### config.mk
export PLATFORM = sky130hd
export DESIGN_NAME = fifo_uart_tx_flat
export DESIGN_NICKNAME = d
export VERILOG_FILES = /design/src/rtl/fifo_uart_tx_pkg.sv /design/src/rtl/fifo_uart_tx_if.sv /design/src/rtl/fifo_uart_tx_baud_tick_gen.sv /design/src/rtl/fifo_uart_tx.sv /design/src/flat_wrapper.sv
export SDC_FILE = /design/constraint.sdc
export NUM_CORES = 1
export LEC_CHECK = 0
export BUFFER_PORTS_ARGS = -buffer_cell sky130_fd_sc_hd__buf_4
export CELL_PAD_IN_SITES_DETAIL_PLACEMENT = 0
export CELL_PAD_IN_SITES_GLOBAL_PLACEMENT = 1
export CORE_AREA = 3 3 52 54
export DETAILED_ROUTE_END_ITERATION = 8
export DIE_AREA = 0 0 55 57
export PLACE_DENSITY = 0.81
export RECOVER_POWER = 100
export SYNTH_ARGS = -nofsm -noshare
export SYNTH_HDL_FRONTEND = slang
export SYNTH_SLANG_ARGS = --single-unit
### constraint.sdc
create_clock -name clk -period 4.7 [get_ports clk]
set_input_delay 0.235 -clock clk [delete_from_list [all_inputs] [get_ports clk]]
set_output_delay 0.235 -clock clk [all_outputs]
set_load 0.02 [all_outputs]
### src/rtl/fifo_uart_tx_pkg.sv
`default_nettype none
// ============================================================================
// Package     : fifo_tx_pkg
// Description : Shared width, state encoding and parity helper for the
//               FIFO-draining UART transmitter.
// Revision    : 1.0 - initial release
// ============================================================================
package fifo_tx_pkg;

    localparam int DATA_W = 8;

    // Fixed 3-bit state codes; the enum below is built on top of them so the
    // encoding stays stable for anything that decodes the raw state value.
    localparam logic [2:0] c_st_idle   = 3'd0;
    localparam logic [2:0] c_st_req    = 3'd1;
    localparam logic [2:0] c_st_load   = 3'd2;
    localparam logic [2:0] c_st_start  = 3'd3;
    localparam logic [2:0] c_st_data   = 3'd4;
    localparam logic [2:0] c_st_parity = 3'd5;
    localparam logic [2:0] c_st_stop   = 3'd6;

    // PARITY is always part of the encoding; it is simply never entered when
    // the parity feature is compiled out.
    typedef enum logic [2:0] {
        IDLE   = c_st_idle,
        REQ    = c_st_req,
        LOAD   = c_st_load,
        START  = c_st_start,
        DATA   = c_st_data,
        PARITY = c_st_parity,
        STOP   = c_st_stop
    } tx_state_e;

    // Even parity: the parity bit makes the total count of ones even.
    function automatic logic even_parity(input logic [DATA_W-1:0] d);
        return ^d;
    endfunction

endpackage : fifo_tx_pkg
`default_nettype wire

### src/rtl/fifo_uart_tx_if.sv
`default_nettype none
// ============================================================================
// Interface   : fifo_uart_tx_if
// Description : FIFO read port between the 8x8 FIFO and its serial drain.
//               master = the reader (owns rd_en), slave = the FIFO.
// Revision    : 1.0 - initial release
// ============================================================================
interface fifo_uart_tx_if;
    import fifo_tx_pkg::*;

    logic              empty;
    logic [DATA_W-1:0] D_out;
    logic              rd_en;

    modport master (
        input  empty,
        input  D_out,
        output rd_en
    );

    modport slave (
        output empty,
        output D_out,
        input  rd_en
    );

endinterface : fifo_uart_tx_if
`default_nettype wire

### src/rtl/fifo_uart_tx_baud_tick_gen.sv
`default_nettype none
// ============================================================================
// Module      : baud_tick_gen
// Description : Bit-period counter. Counts 0..CLKS_PER_BIT-1 and flags the
//               final cycle of a bit with tick. clr forces the count to zero
//               on the next edge (used at bit boundaries and while not
//               transmitting).
// Revision    : 1.0 - initial release
// ============================================================================
module baud_tick_gen #(
    parameter int CLKS_PER_BIT = 16
) (
    input  wire logic                              clk,
    input  wire logic                              rst,
    input  wire logic                              clr,
    output logic                                   tick,
    output logic [$clog2(CLKS_PER_BIT)-1:0]        count
);

    localparam int                CNT_W      = $clog2(CLKS_PER_BIT);
    localparam logic [CNT_W-1:0]  c_last_cnt = CNT_W'(CLKS_PER_BIT - 1);

    logic [CNT_W-1:0] cnt_d;
    logic [CNT_W-1:0] cnt_q;

    // Next count: restart on clear, otherwise advance by one.
    always_comb begin
        cnt_d = cnt_q + 1'b1;
        if (clr) begin
            cnt_d = '0;
        end
    end

    // Counter register with synchronous reset.
    always_ff @(posedge clk) begin
        if (rst) begin
            cnt_q <= '0;
        end else begin
            cnt_q <= cnt_d;
        end
    end

    assign tick  = (cnt_q == c_last_cnt);
    assign count = cnt_q;

endmodule : baud_tick_gen
`default_nettype wire

### src/rtl/fifo_uart_tx.sv
`default_nettype none
// ============================================================================
// Module      : fifo_uart_tx
// Description : Drains the 8-deep FIFO one byte at a time and sends each byte
//               as a UART frame: start, 8 data bits LSB first, optional even
//               parity, one stop bit. Sole owner of the FIFO rd_en.
//               Optional feature macro: FIFO_TX_PARITY_EN (adds parity bit).
// Revision    : 1.0 - initial release
// ============================================================================
module fifo_uart_tx
    import fifo_tx_pkg::*;
#(
    parameter int CLKS_PER_BIT = 16
) (
    input  wire logic            clk,
    input  wire logic            rst,
    fifo_uart_tx_if.master       bus,
    output logic                 tx,
    output logic                 busy,
    output logic                 frame_done
);

    localparam int               CNT_W          = $clog2(CLKS_PER_BIT);
    // frame_done is registered, so it is set up one cycle before the final
    // stop-bit cycle, i.e. when the count sits one below its terminal value.
    localparam logic [CNT_W-1:0] c_pre_last_cnt = CNT_W'(CLKS_PER_BIT - 2);

    tx_state_e          state_d,      state_q;
    logic [DATA_W-1:0]  shreg_d,      shreg_q;
    logic [2:0]         bit_idx_d,    bit_idx_q;
    logic               tx_d,         tx_q;
    logic               busy_d,       busy_q;
    logic               frame_done_d, frame_done_q;
`ifdef FIFO_TX_PARITY_EN
    logic               parity_d,     parity_q;
`endif

    logic               w_baud_tick;
    logic               w_baud_clr;
    logic [CNT_W-1:0]   w_baud_cnt;

    baud_tick_gen #(
        .CLKS_PER_BIT (CLKS_PER_BIT)
    ) u_baud (
        .clk   (clk),
        .rst   (rst),
        .clr   (w_baud_clr),
        .tick  (w_baud_tick),
        .count (w_baud_cnt)
    );

    // Frame sequencing: next state, shift register, bit index, counter clear.
    always_comb begin
        state_d    = state_q;
        shreg_d    = shreg_q;
        bit_idx_d  = bit_idx_q;
        w_baud_clr = 1'b1;
        case (state_q)
            IDLE: begin
                if (!bus.empty) begin
                    state_d = REQ;
                end
            end
            REQ: begin
                state_d = LOAD;
            end
            LOAD: begin
                shreg_d = bus.D_out;
                state_d = START;
            end
            START: begin
                w_baud_clr = w_baud_tick;
                if (w_baud_tick) begin
                    state_d = DATA;
                end
            end
            DATA: begin
                w_baud_clr = w_baud_tick;
                if (w_baud_tick) begin
                    shreg_d   = shreg_q >> 1;
                    bit_idx_d = bit_idx_q + 3'd1;
                    if (bit_idx_q == 3'd7) begin
`ifdef FIFO_TX_PARITY_EN
                        state_d = PARITY;
`else
                        state_d = STOP;
`endif
                    end
                end
            end
`ifdef FIFO_TX_PARITY_EN
            PARITY: begin
                w_baud_clr = w_baud_tick;
                if (w_baud_tick) begin
                    state_d = STOP;
                end
            end
`endif
            STOP: begin
                w_baud_clr = w_baud_tick;
                if (w_baud_tick) begin
                    state_d = IDLE;
                end
            end
            default: begin
                state_d = IDLE;
            end
        endcase
    end

`ifdef FIFO_TX_PARITY_EN
    // Parity of the byte is latched together with the byte itself, since the
    // shift register no longer holds the data by the time PARITY is sent.
    always_comb begin
        parity_d = parity_q;
        if (state_q == LOAD) begin
            parity_d = even_parity(bus.D_out);
        end
    end
`endif

    // Registered outputs are derived from next-state values so tx, busy and
    // frame_done line up with the state they describe.
    always_comb begin
        tx_d = 1'b1;
        case (state_d)
            START:   tx_d = 1'b0;
            DATA:    tx_d = shreg_d[0];
`ifdef FIFO_TX_PARITY_EN
            PARITY:  tx_d = parity_q;
`endif
            default: tx_d = 1'b1;
        endcase
        busy_d       = (state_d != IDLE);
        frame_done_d = (state_q == STOP) && (w_baud_cnt == c_pre_last_cnt);
    end

    // State and output registers; reset abandons any frame in flight.
    always_ff @(posedge clk) begin
        if (rst) begin
            state_q      <= IDLE;
            shreg_q      <= '0;
            bit_idx_q    <= '0;
            tx_q         <= 1'b1;
            busy_q       <= 1'b0;
            frame_done_q <= 1'b0;
`ifdef FIFO_TX_PARITY_EN
            parity_q     <= 1'b0;
`endif
        end else begin
            state_q      <= state_d;
            shreg_q      <= shreg_d;
            bit_idx_q    <= bit_idx_d;
            tx_q         <= tx_d;
            busy_q       <= busy_d;
            frame_done_q <= frame_done_d;
`ifdef FIFO_TX_PARITY_EN
            parity_q     <= parity_d;
`endif
        end
    end

    // Pop strobe is a pure decode of REQ, which is only entered when the
    // FIFO reported non-empty.
    assign bus.rd_en  = (state_q == REQ);
    assign tx         = tx_q;
    assign busy       = busy_q;
    assign frame_done = frame_done_q;

endmodule : fifo_uart_tx
`default_nettype wire
### src/flat_wrapper.sv
// flat-port wrapper written by rule: the top's interface ports become plain ports
module fifo_uart_tx_flat import fifo_tx_pkg::*;
#(
    parameter int CLKS_PER_BIT = 16
)
  (clk, rst, tx, busy, frame_done, bus_empty, bus_D_out, bus_rd_en);
  fifo_uart_tx_if bus_i ();
  input  wire logic clk;
  input  wire logic rst;
  output logic tx;
  output logic busy;
  output logic frame_done;
  input wire logic [$bits(bus_i.empty)-1:0] bus_empty;
  input wire logic [$bits(bus_i.D_out)-1:0] bus_D_out;
  output wire logic [$bits(bus_i.rd_en)-1:0] bus_rd_en;
  assign bus_i.empty = bus_empty;
  assign bus_i.D_out = bus_D_out;
  assign bus_rd_en = bus_i.rd_en;
  fifo_uart_tx #(.CLKS_PER_BIT(CLKS_PER_BIT)) u_core (.clk(clk), .rst(rst), .bus(bus_i), .tx(tx), .busy(busy), .frame_done(frame_done));
endmodule
# ---- Word level (Yosys, flattened, before mapping)
# Cells that the tools add are included.
dict set report word_totals {
  elab_cells 39
  output_inout_bits 4
  inputBits 11
  regBits 21
}
dict set report op_classes {
  n_reduce_logical 8
  addsub 2
  muxes 10
  eq_ne 11
}
# op n
set op_table {}
lappend op_table {{$pmux 3 s6} 1}
lappend op_table {{$pmux 8 s2} 1}
lappend op_table {{$mux 3} 5}
lappend op_table {{$eq 3x3->1 const B} 4}
lappend op_table {{$eq 3x2->1 const B} 3}
lappend op_table {{$eq 4x4->1 const B} 2}
lappend op_table {{$mux 8} 1}
lappend op_table {{$add 4x1->4 const B} 1}
lappend op_table {{$reduce_and 2->1} 2}
lappend op_table {{$add 3x1->3 const B} 1}
lappend op_table {{$eq 3x1->1 const B} 1}
lappend op_table {{$logic_not 3->1} 1}
lappend op_table {{$reduce_bool 3->1} 1}
lappend op_table {{$reduce_or 3->1} 1}
lappend op_table {{$ne 2x2->1 const B} 1}
lappend op_table {{$pmux 1 s2} 1}
lappend op_table {{$reduce_bool 2->1} 1}
lappend op_table {{$reduce_or 2->1} 1}
lappend op_table {{$logic_and 1x1->1} 1}
lappend op_table {{$mux 1} 1}

# ---- Longest topological paths before layout
# Gate-level depths: netlist (run 1).
dict set report logic_depth {
  ltp_word 6
  ltp_mapped 7
  ltp_nobuf 6
}

# ---- Hierarchy
# A second synthesis (run 1) with hierarchy kept.
dict set report hier_totals {
  hier_cells 95
  hier_area_um2 940.9
}
# module instances cells_per_inst area_each_um2
set by_module_without_submodules {}
lappend by_module_without_submodules {fifo_uart_tx 1 81 785.8}
lappend by_module_without_submodules {baud_tick_gen 1 14 155.1}

# ---- Worst setup path after synthesis (run 1)
# Ideal clock, no wire load.
dict set report synth_timing {
  path_kind {register to register}
  startpoint {reg u_core.u_baud.cnt_q[0], in the netlist u_core.u_baud.count[0]}
  endpoint {reg u_core.tx_q, in the netlist u_core.tx}
  arrival_ns 1.399
  path_stages_with_launch 7
  path_slack_ns 3.172
  setup_ns 0.129
  path_cell_list {dfxtp_1 -> ha_1 -> and3_1 -> buf_6 -> o22a_4 -> a2111oi_2 -> a31oi_1}
}
dict set report synth_via {
  elab_chain_cells 5
  word_cells_on_any_way 10
}
# item line
set synth_lines {}
lappend synth_lines {{start, declared} fifo_uart_tx_baud_tick_gen.sv:24} ;# logic [CNT_W-1:0] cnt_q;
lappend synth_lines {{start signal, assigned} fifo_uart_tx_baud_tick_gen.sv:39} ;# cnt_q <= cnt_d;
lappend synth_lines {{$eq 4x4->1 (*)} fifo_uart_tx_baud_tick_gen.sv:43} ;# assign tick = (cnt_q == c_last_cnt);
lappend synth_lines {{$mux 3 (on tied branches)} {fifo_uart_tx.sv:101, fifo_uart_tx.sv:73, fifo_uart_tx.sv:79}}
lappend synth_lines {{$pmux 3 s6} fifo_uart_tx.sv:58} ;# case (state_q)
lappend synth_lines {{$eq 3x3->1 or $eq 3x2->1 (tied branches)} fifo_uart_tx.sv:126} ;# case (state_d)
lappend synth_lines {{$pmux 1 s2 (*)} fifo_uart_tx.sv:126}
lappend synth_lines {{end signal, assigned} fifo_uart_tx.sv:154} ;# tx_q <= tx_d;
lappend synth_lines {{end, declared} fifo_uart_tx.sv:31} ;# logic tx_d, tx_q;
# Every way passes the cells marked *; elsewhere a longest branch is shown, timed or not. The select of a mux whose other input is x is not followed.
# A chain may end at the register's enable or synchronous reset.

# ---- Worst setup path after layout (run 1)
dict set report layout_timing {
  startpoint {reg u_core.state_q[1]}
  endpoint {reg u_core.shreg_q[6]}
}
dict set report layout_via {
  elab_chain_cells 3
  word_cells_on_any_way 6
}
# item line
set layout_lines {}
lappend layout_lines {{start, declared} fifo_uart_tx.sv:28} ;# tx_state_e state_d, state_q;
lappend layout_lines {{start signal, assigned} fifo_uart_tx.sv:151} ;# state_q <= state_d;
lappend layout_lines {{$eq 3x3->1 or $eq 3x2->1 (tied branches)} fifo_uart_tx.sv:58}
lappend layout_lines {{$ne 2x2->1 (no source line) or $reduce_bool 2->1 (tied branches)} -}
lappend layout_lines {{$reduce_and 2->1 (no source line)} -}
lappend layout_lines {{end signal, assigned} fifo_uart_tx.sv:152} ;# shreg_q <= shreg_d;
lappend layout_lines {{end, declared} fifo_uart_tx.sv:29} ;# logic [DATA_W-1:0] shreg_d, shreg_q;
# Several ways; a longest one is shown, not always the timed one.

==> results.sh, run 1 <==
export IMPL_clock_sinks=21
export IMPL_p_int_uw=246
export IMPL_cts_resized=0
export IMPL_power_density_nw_per_um2=314
export IMPL_ir_worst_vdd_mv=0.211
export IMPL_cts_setup_buffers=0
export IMPL_syn_inst=103
export IMPL_synth_warnings=0
export IMPL_grt_util_all_layers=0.120
export IMPL_slew_headroom=0.257
export IMPL_num_vias=743
export IMPL_place_congestion=0.747
export IMPL_p_sw_frac=0.273
export IMPL_critPathLaunchType="flop"
export IMPL_grt_overflow=0
export IMPL_cts_htree_levels=1
export IMPL_seqPwrFrac=0.582
export IMPL_fin_skew_ns=0.00207
export IMPL_cts_root_buf="clkbuf_4"
export IMPL_dpl_instance_area_sq_um=1070
export IMPL_clkTransAtPathRegs_ns=0.12
export IMPL_syn_num_nets=118
export IMPL_drt_first_pass_iters=4
export IMPL_clockBufferDepth=2
export IMPL_drive_gt1_frac=0.167
export IMPL_finalSetupViolCount=0
export IMPL_core_rowCount=17
export IMPL_synth_seq_cells=21
export IMPL_routed_wl_mm=1.66
export IMPL_antenna_found_initial=0
export IMPL_vias_per_cell=5.23
export IMPL_cts_hold_buf=0
export IMPL_hold_path_class="input pin to flop"
export IMPL_tns_ns=0
export IMPL_cts_buffers=3
export IMPL_max_cap_viol_count=0
export IMPL_synth_area_sq_um=975
export IMPL_cts_tree="built"
export IMPL_synth_edf_count=0
export IMPL_fin_nets=130
export IMPL_synth_top_area_frac=0.431
export IMPL_reg2reg_depth=4
export IMPL_clock_latency_ns=0.30
export IMPL_worstPathArrival_ns=2.25
export IMPL_grt_pass1_vias=663
export IMPL_fin_crit_sh=0.436
export IMPL_drv_slew=0
export IMPL_async_flop_share=0
export IMPL_endpoint_kind="flop"
export IMPL_final_cell_mix="21 x dfxtp_1, 11 x nor2_1, 10 x buf_4, 8 x a21oi_1, 7 x nand2_1"
export IMPL_yosys_area_top_type="dfxtp_1"
export IMPL_tightest_slew_ns=1.11
export IMPL_synth_avg_cell_area_sq_um=9.46
export IMPL_wire_per_inst_microns=11.7
export IMPL_fin_crit_ns=2.05
export IMPL_hold_viol=0
export IMPL_num_antenna_cells=0
export IMPL_setup_ws_ns=2.65
export IMPL_dp_hpwl_mm=1.21
export IMPL_core_sq_um=2250
export IMPL_synth_area_leaders="dfxtp_1 43%, ha_1 5.1%, mux2i_1 5.1%"
export IMPL_power_leakage_uw=0.000418
export IMPL_combPwrFrac=0.159
export IMPL_r2r_start="u_core.state_q[1]$_SDFF_PP0_"
export IMPL_p_sw_uw=92.5
export IMPL_die_y_microns=57
export IMPL_grt_pass1_wl_mm=2.79
export IMPL_drc=0
export IMPL_r2r_slack_ns=2.65
export IMPL_numPortBuffers=14
export IMPL_io_pins=15
export IMPL_die_area_sq_um=3140
export IMPL_synth_ff_type="dfxtp_1"
export IMPL_first_iter_violations=11
export IMPL_status="complete, no violations"
export IMPL_area_delta_synth_final_pct=10.7
export IMPL_grt_max_degree=21
export IMPL_cp_max_fo=11
export IMPL_min_to="u_core.shreg_q[7]$_SDFFE_PP0P_"
export IMPL_hp_start="bus_D_out[7]"
export IMPL_start_util=0.432
export IMPL_mostFrequentLayoutCell="dfxtp_1"
export IMPL_critPathRequiredTime_ns=4.90
export IMPL_place_ws_ns=2.68
export IMPL_max_freq_mhz=488
export IMPL_r2r_end="u_core.shreg_q[6]$_SDFFE_PP0P_"
export IMPL_worst_setup_path_type="flop to flop"
export IMPL_whs_path_depth=3
export IMPL_postRouteAntennaNets=0
export IMPL_ys_seq_area_frac=0.431
export IMPL_final_cell_area_sq_um=1080
export IMPL_die_w_microns=55
export IMPL_rsz0062_at_grt="false"
export IMPL_clkPwrFrac=0.258
export IMPL_synth_cell_types=37
## metal layers
metal | up-vias | share of wire | track usage
met2 | 16 | 0.45 | 0.182
met4 | 0 | 0.014 | 0.0625
met3 | 4 | 0.058 | 0.0235
li1 | 384 | - | -
met1 | 339 | 0.47 | 0.158
met5 | - | 0 | 0
## worst max-delay path: stages (launching register included)
cell     delay [ns]
dfxtp_1        0.51
nor3b_1        0.93
a21oi_1        0.28
nand2_1        0.16
a21oi_1        0.07
## synthesized netlist by cell type (all sizes together) (2+ instances only)
master	number
a21oi	8
a22oi	6
and2	2
and3	2
buf	4
clkbuf	3
dfxtp	21
ha	4
inv	2
mux2i	5
nand2	7
nand2b	2
nand3	2
nor2	11
nor2b	3
nor3	2
nor3b	2
xnor2	2
## cells by family (layout without fill, tap and decap cells)
family	after synthesis	after routing	share of synthesized area
compound gates	23	23	0.177
xor+xnor	3	3	0.0270
fa+ha+maj	4	4	0.0513
buf+inv	9	20	0.0539
flops	21	21	0.431
mux	5	5	0.0513
simple gates	38	38	0.208
## flip-flops by register name, summed over array words and instances, names as in the netlist
| register | count |
|---|---|
| u_core.state_q | 3 |
| u_core.bit_idx_q | 3 |
| u_core.busy | 1 |
| u_core.shreg_q | 8 |
| u_core.u_baud.count | 4 |
| u_core.tx | 1 |
| u_core.frame_done | 1 |
## final cells by class
cell class | instances | area [sq um]
fillers | 255 | 1180
multi-input cells | 73 | 498
flip-flops and latches | 21 | 420
repair buffers | 14 | 90.1
well taps | 28 | 35.0
clock buffers | 3 | 22.5
inverters | 2 | 7.51
clock inverters | 1 | 5.00
## how the worst max path moves through the flow
stage                                endpoint                               from  slack (ns)
6_report       u_core.shreg_q[6]$_SDFFE_PP0P_       u_core.state_q[1]$_SDFF_PP0_        2.65
4_1_cts        u_core.shreg_q[7]$_SDFFE_PP0P_       u_core.state_q[1]$_SDFF_PP0_        2.68
3_3_place_gp             u_core.tx$_SDFF_PP1_       u_core.state_q[1]$_SDFF_PP0_        2.78
2_1_floorplan            u_core.tx$_SDFF_PP1_  u_core.u_baud.count[0]$_SDFF_PP0_        3.17
5_1_grt        u_core.shreg_q[3]$_SDFFE_PP0P_       u_core.state_q[1]$_SDFF_PP0_        2.35
3_5_place_dp   u_core.shreg_q[7]$_SDFFE_PP0P_       u_core.state_q[1]$_SDFF_PP0_        2.68
## per-stage QoR
step	utilization	hold WS, ns	power, uW	std cells
floorplan	-	0.378	243	103
global placement	0.474	0.444	259	138
detailed placement	0.474	0.448	260	138
CTS	0.487	0.148	347	142
global route	0.478	0.178	359	142
finish	0.478	0.157	339	142
## power by group through the flow
stage	clock [uW]	combinational, uW	sequential [uW]
2_1_floorplan	0	43.4	199
3_3_place_gp	0	57.8	201
3_5_place_dp	0	58.3	202
4_1_cts	91.5	58.3	197
5_1_grt	99.1	60.8	199
6_report	87.6	54.1	197
Power figures use the tool's default switching activity.
==> run 2, diff against run 1 <==
--- a/config.mk
+++ b/config.mk
@@ -5,13 +5,14 @@
 export SDC_FILE = /design/constraint.sdc
 export NUM_CORES = 1
 export LEC_CHECK = 0
+export ABC_AREA = 1
 export BUFFER_PORTS_ARGS = -buffer_cell sky130_fd_sc_hd__buf_4
 export CELL_PAD_IN_SITES_DETAIL_PLACEMENT = 0
 export CELL_PAD_IN_SITES_GLOBAL_PLACEMENT = 1
-export CORE_AREA = 3 3 52 54
+export CORE_AREA = 3 3 57 59
 export DETAILED_ROUTE_END_ITERATION = 8
-export DIE_AREA = 0 0 55 57
-export PLACE_DENSITY = 0.81
+export DIE_AREA = 0 0 60 62
+export PLACE_DENSITY = 0.75
 export RECOVER_POWER = 100
 export SYNTH_ARGS = -nofsm -noshare
 export SYNTH_HDL_FRONTEND = slang
==> constraint.sdc (replaced) <==
create_clock -name clk -period 1.7 [get_ports clk]
set_input_delay 0.085 -clock clk [delete_from_list [all_inputs] [get_ports clk]]
set_output_delay 0.085 -clock clk [all_outputs]
set_load 0.02 [all_outputs]
==> run 2 against run 1 <==
  * Total power grew to 2.8 times the previous value
  * Hold slack worse by 0.12 ns
  * Sequential cell count unchanged
  * Critical endpoint is now u_core.shreg_q[5]$_SDFFE_PP0P_
  * Synthesized area decreased by 1.2%
  * Fmax grew 39%
  * Synthesized cell count up 26%
  * Setup slack got worse by 2.4 ns
  * Largest cell class unchanged
  * Sequential power grew to 2.8 times the previous value
==> results.sh, run 2 <==
export IMPL_hold_slack_ns=0.0330
export IMPL_synth_top_area_frac=0.436
export IMPL_core_rowCount=19
export IMPL_synth_warnings=0
export IMPL_grt_util_all_layers=0.121
export IMPL_max_stage_delay_ns=0.39
export IMPL_power_density_nw_per_um2=855
export IMPL_place_congestion=0.793
export IMPL_drt_first_pass_iters=4
export IMPL_drv_slew=0
export IMPL_tns_ns=0
export IMPL_synth_seq_cells=21
export IMPL_ir_worst_vdd_mv=0.514
export IMPL_syn_inst=130
export IMPL_numPortBuffers=14
export IMPL_mostFrequentLayoutCell="nand2_1"
export IMPL_worst_setup_path_type="flop to flop"
export IMPL_endpoint_kind="flop"
export IMPL_synth_area_sq_um=963
export IMPL_hold_viol=0
export IMPL_drc=0
export IMPL_clock_latency_ns=0.31
export IMPL_fin_crit_sh=0.870
export IMPL_clkTransAtPathRegs_ns=0.12
export IMPL_crit_path_cell_trace="ha_1 > nand3_4 > nor2_4 > nor2_2 > nand2_1 > a31oi_1"
export IMPL_antenna_found_initial=0
export IMPL_critPathRequiredTime_ns=1.89
export IMPL_tightest_slew_ns=0.375
export IMPL_async_flop_share=0
export IMPL_dpl_instance_area_sq_um=1090
export IMPL_worstPathArrival_ns=1.67
export IMPL_synth_ff_type="dfxtp_1"
export IMPL_power_leakage_uw=0.000499
export IMPL_start_util=0.349
export IMPL_area_delta_synth_final_pct=14.8
export IMPL_vias_per_cell=4.79
export IMPL_grt_pass1_wl_mm=3.43
export IMPL_grt_max_degree=13
export IMPL_die_w_microns=60
export IMPL_ys_seq_area_frac=0.436
export IMPL_slew_headroom=0.750
export IMPL_grt_pass1_vias=813
export IMPL_yosys_area_top_type="dfxtp_1"
export IMPL_clock_sinks=21
export IMPL_core_sq_um=2760
export IMPL_cp_max_fo=11
export IMPL_synth_area_leaders="dfxtp_1 44%, nand2_1 13%, nand3_1 6.8%"
export IMPL_clockBufferDepth=2
export IMPL_die_y_microns=62
export IMPL_first_iter_violations=20
export IMPL_postRouteAntennaNets=0
export IMPL_cts_resized=0
export IMPL_hold_path_class="input pin to flop"
export IMPL_final_core_util=0.401
export IMPL_critPathTopFamily="simple AND/OR/NAND/NOR gates"
export IMPL_synth_edf_count=0
export IMPL_synth_avg_cell_area_sq_um=7.41
export IMPL_final_cell_area_sq_um=1110
export IMPL_grt_overflow=0
export IMPL_wire_per_inst_microns=10.6
export IMPL_fin_skew_ns=0.00783
export IMPL_syn_num_nets=145
export IMPL_synth_cell_types=21
export IMPL_cts_buffers=3
export IMPL_cts_tree="built"
export IMPL_max_cap_viol_count=0
export IMPL_io_pins=15
export IMPL_synth_most_common_cell="nand2_1"
export IMPL_rsz0062_at_grt="false"
export IMPL_power_uw=946
export IMPL_critPathLaunchType="flop"
export IMPL_status="complete, no violations"
export IMPL_routed_wl_mm=1.88
export IMPL_max_freq_mhz=676
export IMPL_cts_htree_levels=1
export IMPL_largest_reg_flops=8
export IMPL_num_vias=852
export IMPL_synth_common_cells="34 x nand2_1, 21 x dfxtp_1, 16 x inv_1"
export IMPL_drive_gt1_frac=0.116
export IMPL_dp_hpwl_mm=1.42
export IMPL_num_antenna_cells=0
export IMPL_fin_crit_ns=1.48
export IMPL_die_area_sq_um=3720
export IMPL_regMostFlops="u_core.shreg_q"
export IMPL_finalSetupViolCount=0
export IMPL_cts_root_buf="clkbuf_4"
export IMPL_final_cell_mix="34 x nand2_1, 21 x dfxtp_1, 16 x inv_1, 15 x nor2_1, 13 x nand3_1"
export IMPL_cp_slowest_cell="dfxtp_1"
export IMPL_fin_nets=163
export IMPL_critical_path_buf_inv_count=0
run 2: cell count changes in the layout (fill, tap and decap cells not counted), moves of 5 or more:
cell / previous run / this run
nand2_1: 7 / 34
inv_1: 2 / 16
nand3_1: 2 / 13
a22oi_1: 6 / 1
mux2i_1: 5 / 0
o21ai_0: 0 / 5
run 2: worst register-to-register path, cell delays in order (launching register included):
cell	delay [ns]
dfxtp_1	0.39
ha_1	0.29
nand3_4	0.14
nor2_4	0.27
nor2_2	0.13
nand2_1	0.08
a31oi_1	0.07
run 2: kinds of logic (layout without fill, tap and decap cells):
logic type	Yosys count	count (layout)	share of synthesized area
xor+xnor	2	2	0.0182
compound gates	17	17	0.100
simple gates	67	67	0.312
buf+inv	19	36	0.0818
flops	21	21	0.436
fa+ha+maj	4	4	0.0520
run 2: worst paths after layout:
check	from	cells past startpoint	endpoint	slack (ns)
min reg2reg	u_core.shreg_q[7]$_SDFFE_PP0P_	2	u_core.shreg_q[7]$_SDFFE_PP0P_	0.47
max reg2reg	u_core.u_baud.count[0]$_SDFF_PP0_	6	u_core.shreg_q[5]$_SDFFE_PP0P_	0.22
min	bus_D_out[7]	3	u_core.shreg_q[7]$_SDFFE_PP0P_	0.03
max	u_core.u_baud.count[0]$_SDFF_PP0_	6	u_core.shreg_q[5]$_SDFFE_PP0P_	0.22
run 2: metrics by stage:
step | worst slack (ns) | instances
after global placement | 0.292 | 173
after detailed placement | 0.265 | 173
final | 0.221 | 178
after global routing | 0.0751 | 178
after floorplan | 0.433 | 130
after CTS | 0.236 | 178
run 2: area by class of cell:
class / count / area, sq um
fill: 317 / 1650
tap: 31 / 38.8
timing repair buffer: 15 / 96.3
inverter: 17 / 63.8
clock inverter: 1 / 5.00
clock buffer: 3 / 22.5
sequential: 21 / 420
multi-input combinational: 90 / 459
run 2: per-layer routing:
layer | part of all wire | track usage | vias up
met5 | 0 | 0 | -
met4 | 0.023 | 0.0570 | 0
met3 | 0.031 | 0.0227 | 4
met2 | 0.45 | 0.194 | 9
met1 | 0.50 | 0.156 | 390
li1 | - | - | 449
run 2: power breakdown:
part           total [uW]  internal [uW]  switching [uW]
clock                 243           87.7             155
combinational         158           59.5            98.7
sequential            545            524            20.9
total                 946            671             274
run 2: timing repair:
item	4_1_cts	5_1_grt
setup buffers	0	0
hold endpoints to repair	7	0
hold buffers	1	0
==> run 3, diff against run 2 <==
--- a/config.mk
+++ b/config.mk
@@ -13,7 +13,7 @@
 export DETAILED_ROUTE_END_ITERATION = 8
 export DIE_AREA = 0 0 60 62
 export PLACE_DENSITY = 0.75
-export RECOVER_POWER = 100
+export SETUP_SLACK_MARGIN = 0.15
 export SYNTH_ARGS = -nofsm -noshare
 export SYNTH_HDL_FRONTEND = slang
 export SYNTH_SLANG_ARGS = --single-unit
==> run 3 against run 2 <==
  * Cell area rose by 2.6%
  * Non-clock buffer count did not move
  * Combinational power rose by 9%
  * Highest routed layer unchanged
==> results.sh, run 3 (synthesized netlist as in run 2, its figures left out) <==
export IMPL_critPathRequiredTime_ns=1.91
export IMPL_clock_latency_ns=0.31
export IMPL_core_sq_um=2760
export IMPL_postRouteAntennaNets=0
export IMPL_max_stage_delay_ns=0.40
export IMPL_status="complete, no violations"
export IMPL_power_density_nw_per_um2=846
export IMPL_max_cap_viol_count=0
export IMPL_numPortBuffers=14
export IMPL_dpl_cell_count=173
export IMPL_clock_sinks=21
export IMPL_first_iter_violations=21
export IMPL_grt_max_degree=13
export IMPL_drive_gt1_frac=0.163
export IMPL_wl_met1_microns=919
export IMPL_routed_top_layer="met4"
export IMPL_place_ws_ns=0.265
export IMPL_critPathLaunchType="flop"
export IMPL_fin_skew_ns=0.00804
export IMPL_final_core_util=0.412
export IMPL_setup_ws_ns=0.294
export IMPL_die_w_microns=60
export IMPL_crit_path_cell_trace="ha_2 > nand3_4 > nor2_4 > nor2_4 > nand2_1 > a31oi_1"
export IMPL_area_delta_synth_final_pct=17.8
export IMPL_die_area_sq_um=3720
export IMPL_drc=0
export IMPL_grt_pass1_vias=813
export IMPL_final_cell_mix="34 x nand2_1, 21 x dfxtp_1, 16 x inv_1, 14 x nor2_1, 14 x buf_4"
export IMPL_clkTransAtPathRegs_ns=0.12
export IMPL_tns_ns=0
export IMPL_dr_wl_met3_microns=63
export IMPL_fin_crit_sh=0.827
export IMPL_drv_slew=0
export IMPL_core_rowCount=19
export IMPL_routed_wl_mm=1.91
export IMPL_io_pins=15
export IMPL_cp_common_cell="nor2_4"
export IMPL_cts_buffers=3
export IMPL_finalSetupViolCount=0
export IMPL_hold_path_class="input pin to flop"
export IMPL_grt_util_all_layers=0.121
export IMPL_die_y_microns=62
export IMPL_cp_max_fo=11
export IMPL_power_leakage_uw=0.000516
export IMPL_ir_worst_vdd_mv=0.517
export IMPL_critical_path_buf_inv_count=0
export IMPL_hold_viol=0
export IMPL_regMostFlops="u_core.shreg_q"
export IMPL_worst_setup_path_type="flop to flop"
export IMPL_clockBufferDepth=2
export IMPL_cts_htree_levels=1
export IMPL_slew_headroom=0.786
export IMPL_vias_per_cell=4.91
export IMPL_largest_reg_flops=8
export IMPL_cts_tree="built"
export IMPL_grt_pass1_wl_mm=3.43
export IMPL_mostFrequentLayoutCell="nand2_1"
export IMPL_fin_nets=163
export IMPL_hold_slack_ns=0.0327
export IMPL_place_congestion=0.793
export IMPL_rsz0062_at_grt="false"
export IMPL_start_util=0.349
export IMPL_num_vias=874
export IMPL_grt_overflow=0
export IMPL_max_freq_mhz=711
export IMPL_fin_crit_ns=1.41
export IMPL_wire_per_inst_microns=10.7
export IMPL_cts_root_buf="clkbuf_4"
export IMPL_antenna_found_initial=0
export IMPL_cp_slowest_cell="dfxtp_1"
export IMPL_dr_wl_met2_microns=881
export IMPL_dp_hpwl_mm=1.42
export IMPL_final_cells=178
export IMPL_fill_cells=308
export IMPL_worstPathArrival_ns=1.62
export IMPL_tightest_slew_ns=0.320
export IMPL_endpoint_kind="flop"
export IMPL_critPathTopFamily="simple AND/OR/NAND/NOR gates"
export IMPL_num_antenna_cells=0
export IMPL_drt_first_pass_iters=4
## run 3: cell type report
cell class                 count  area [sq um]  area share
clock buffer                   3          22.5      0.0198
inverter                      17          63.8      0.0562
multi-input combinational     90           469       0.413
timing repair buffer          15           115       0.101
sequential                    21           420       0.370
clock inverter                 1          5.00     0.00441
tap                           31          38.8      0.0342
## run 3: path summary, 6_finish.rpt
| kind | endpoint | cells after the start | slack, ns | start |
|---|---|---|---|---|
| worst max-delay path | u_core.shreg_q[5]$_SDFFE_PP0P_ | 6 | 0.29 | u_core.u_baud.count[0]$_SDFF_PP0_ |
| worst min-delay path | u_core.shreg_q[7]$_SDFFE_PP0P_ | 3 | 0.03 | bus_D_out[7] |
| worst max register to register | u_core.shreg_q[5]$_SDFFE_PP0P_ | 6 | 0.29 | u_core.u_baud.count[0]$_SDFF_PP0_ |
| worst min register to register | u_core.shreg_q[7]$_SDFFE_PP0P_ | 2 | 0.47 | u_core.shreg_q[7]$_SDFFE_PP0P_ |
## run 3: repair_timing
| item | 4_1_cts | 5_1_grt |
|---|---|---|
| hold buffers | 1 | 0 |
| endpoints found under the hold margin | 7 | 0 |
| gates resized for setup | 0 | 2 |
| buffers inserted | 0 | 0 |
| setup endpoints to repair | 0 | 9 |
## run 3: power by group
part           switching (uW)  leakage, uW  internal, uW
sequential               21.3     0.000171           524
combinational            99.9     0.000328          72.3
clock                     155    0.0000177          87.7
total                     276     0.000516           684
## run 3: worst register-to-register path, stage by stage, from the launching register on
cell and delay (ns):
dfxtp_1 0.40, ha_2 0.26, nand3_4 0.12, nor2_4 0.30, nor2_4 0.10, nand2_1 0.07, a31oi_1 0.07
## run 3: metal layers
layer | GRT usage | vias to the layer above
met5 | 0 | -
met4 | 0.0570 | 0
met3 | 0.0227 | 4
met2 | 0.194 | 16
met1 | 0.156 | 405
li1 | - | 449
## run 3: metrics by stage
stage	cell area, sq um	power, uW
after CTS	1130	975
final	1130	960
after global placement	1090	729
after detailed placement	1090	729
after floorplan	963	667
after global routing	1130	1030
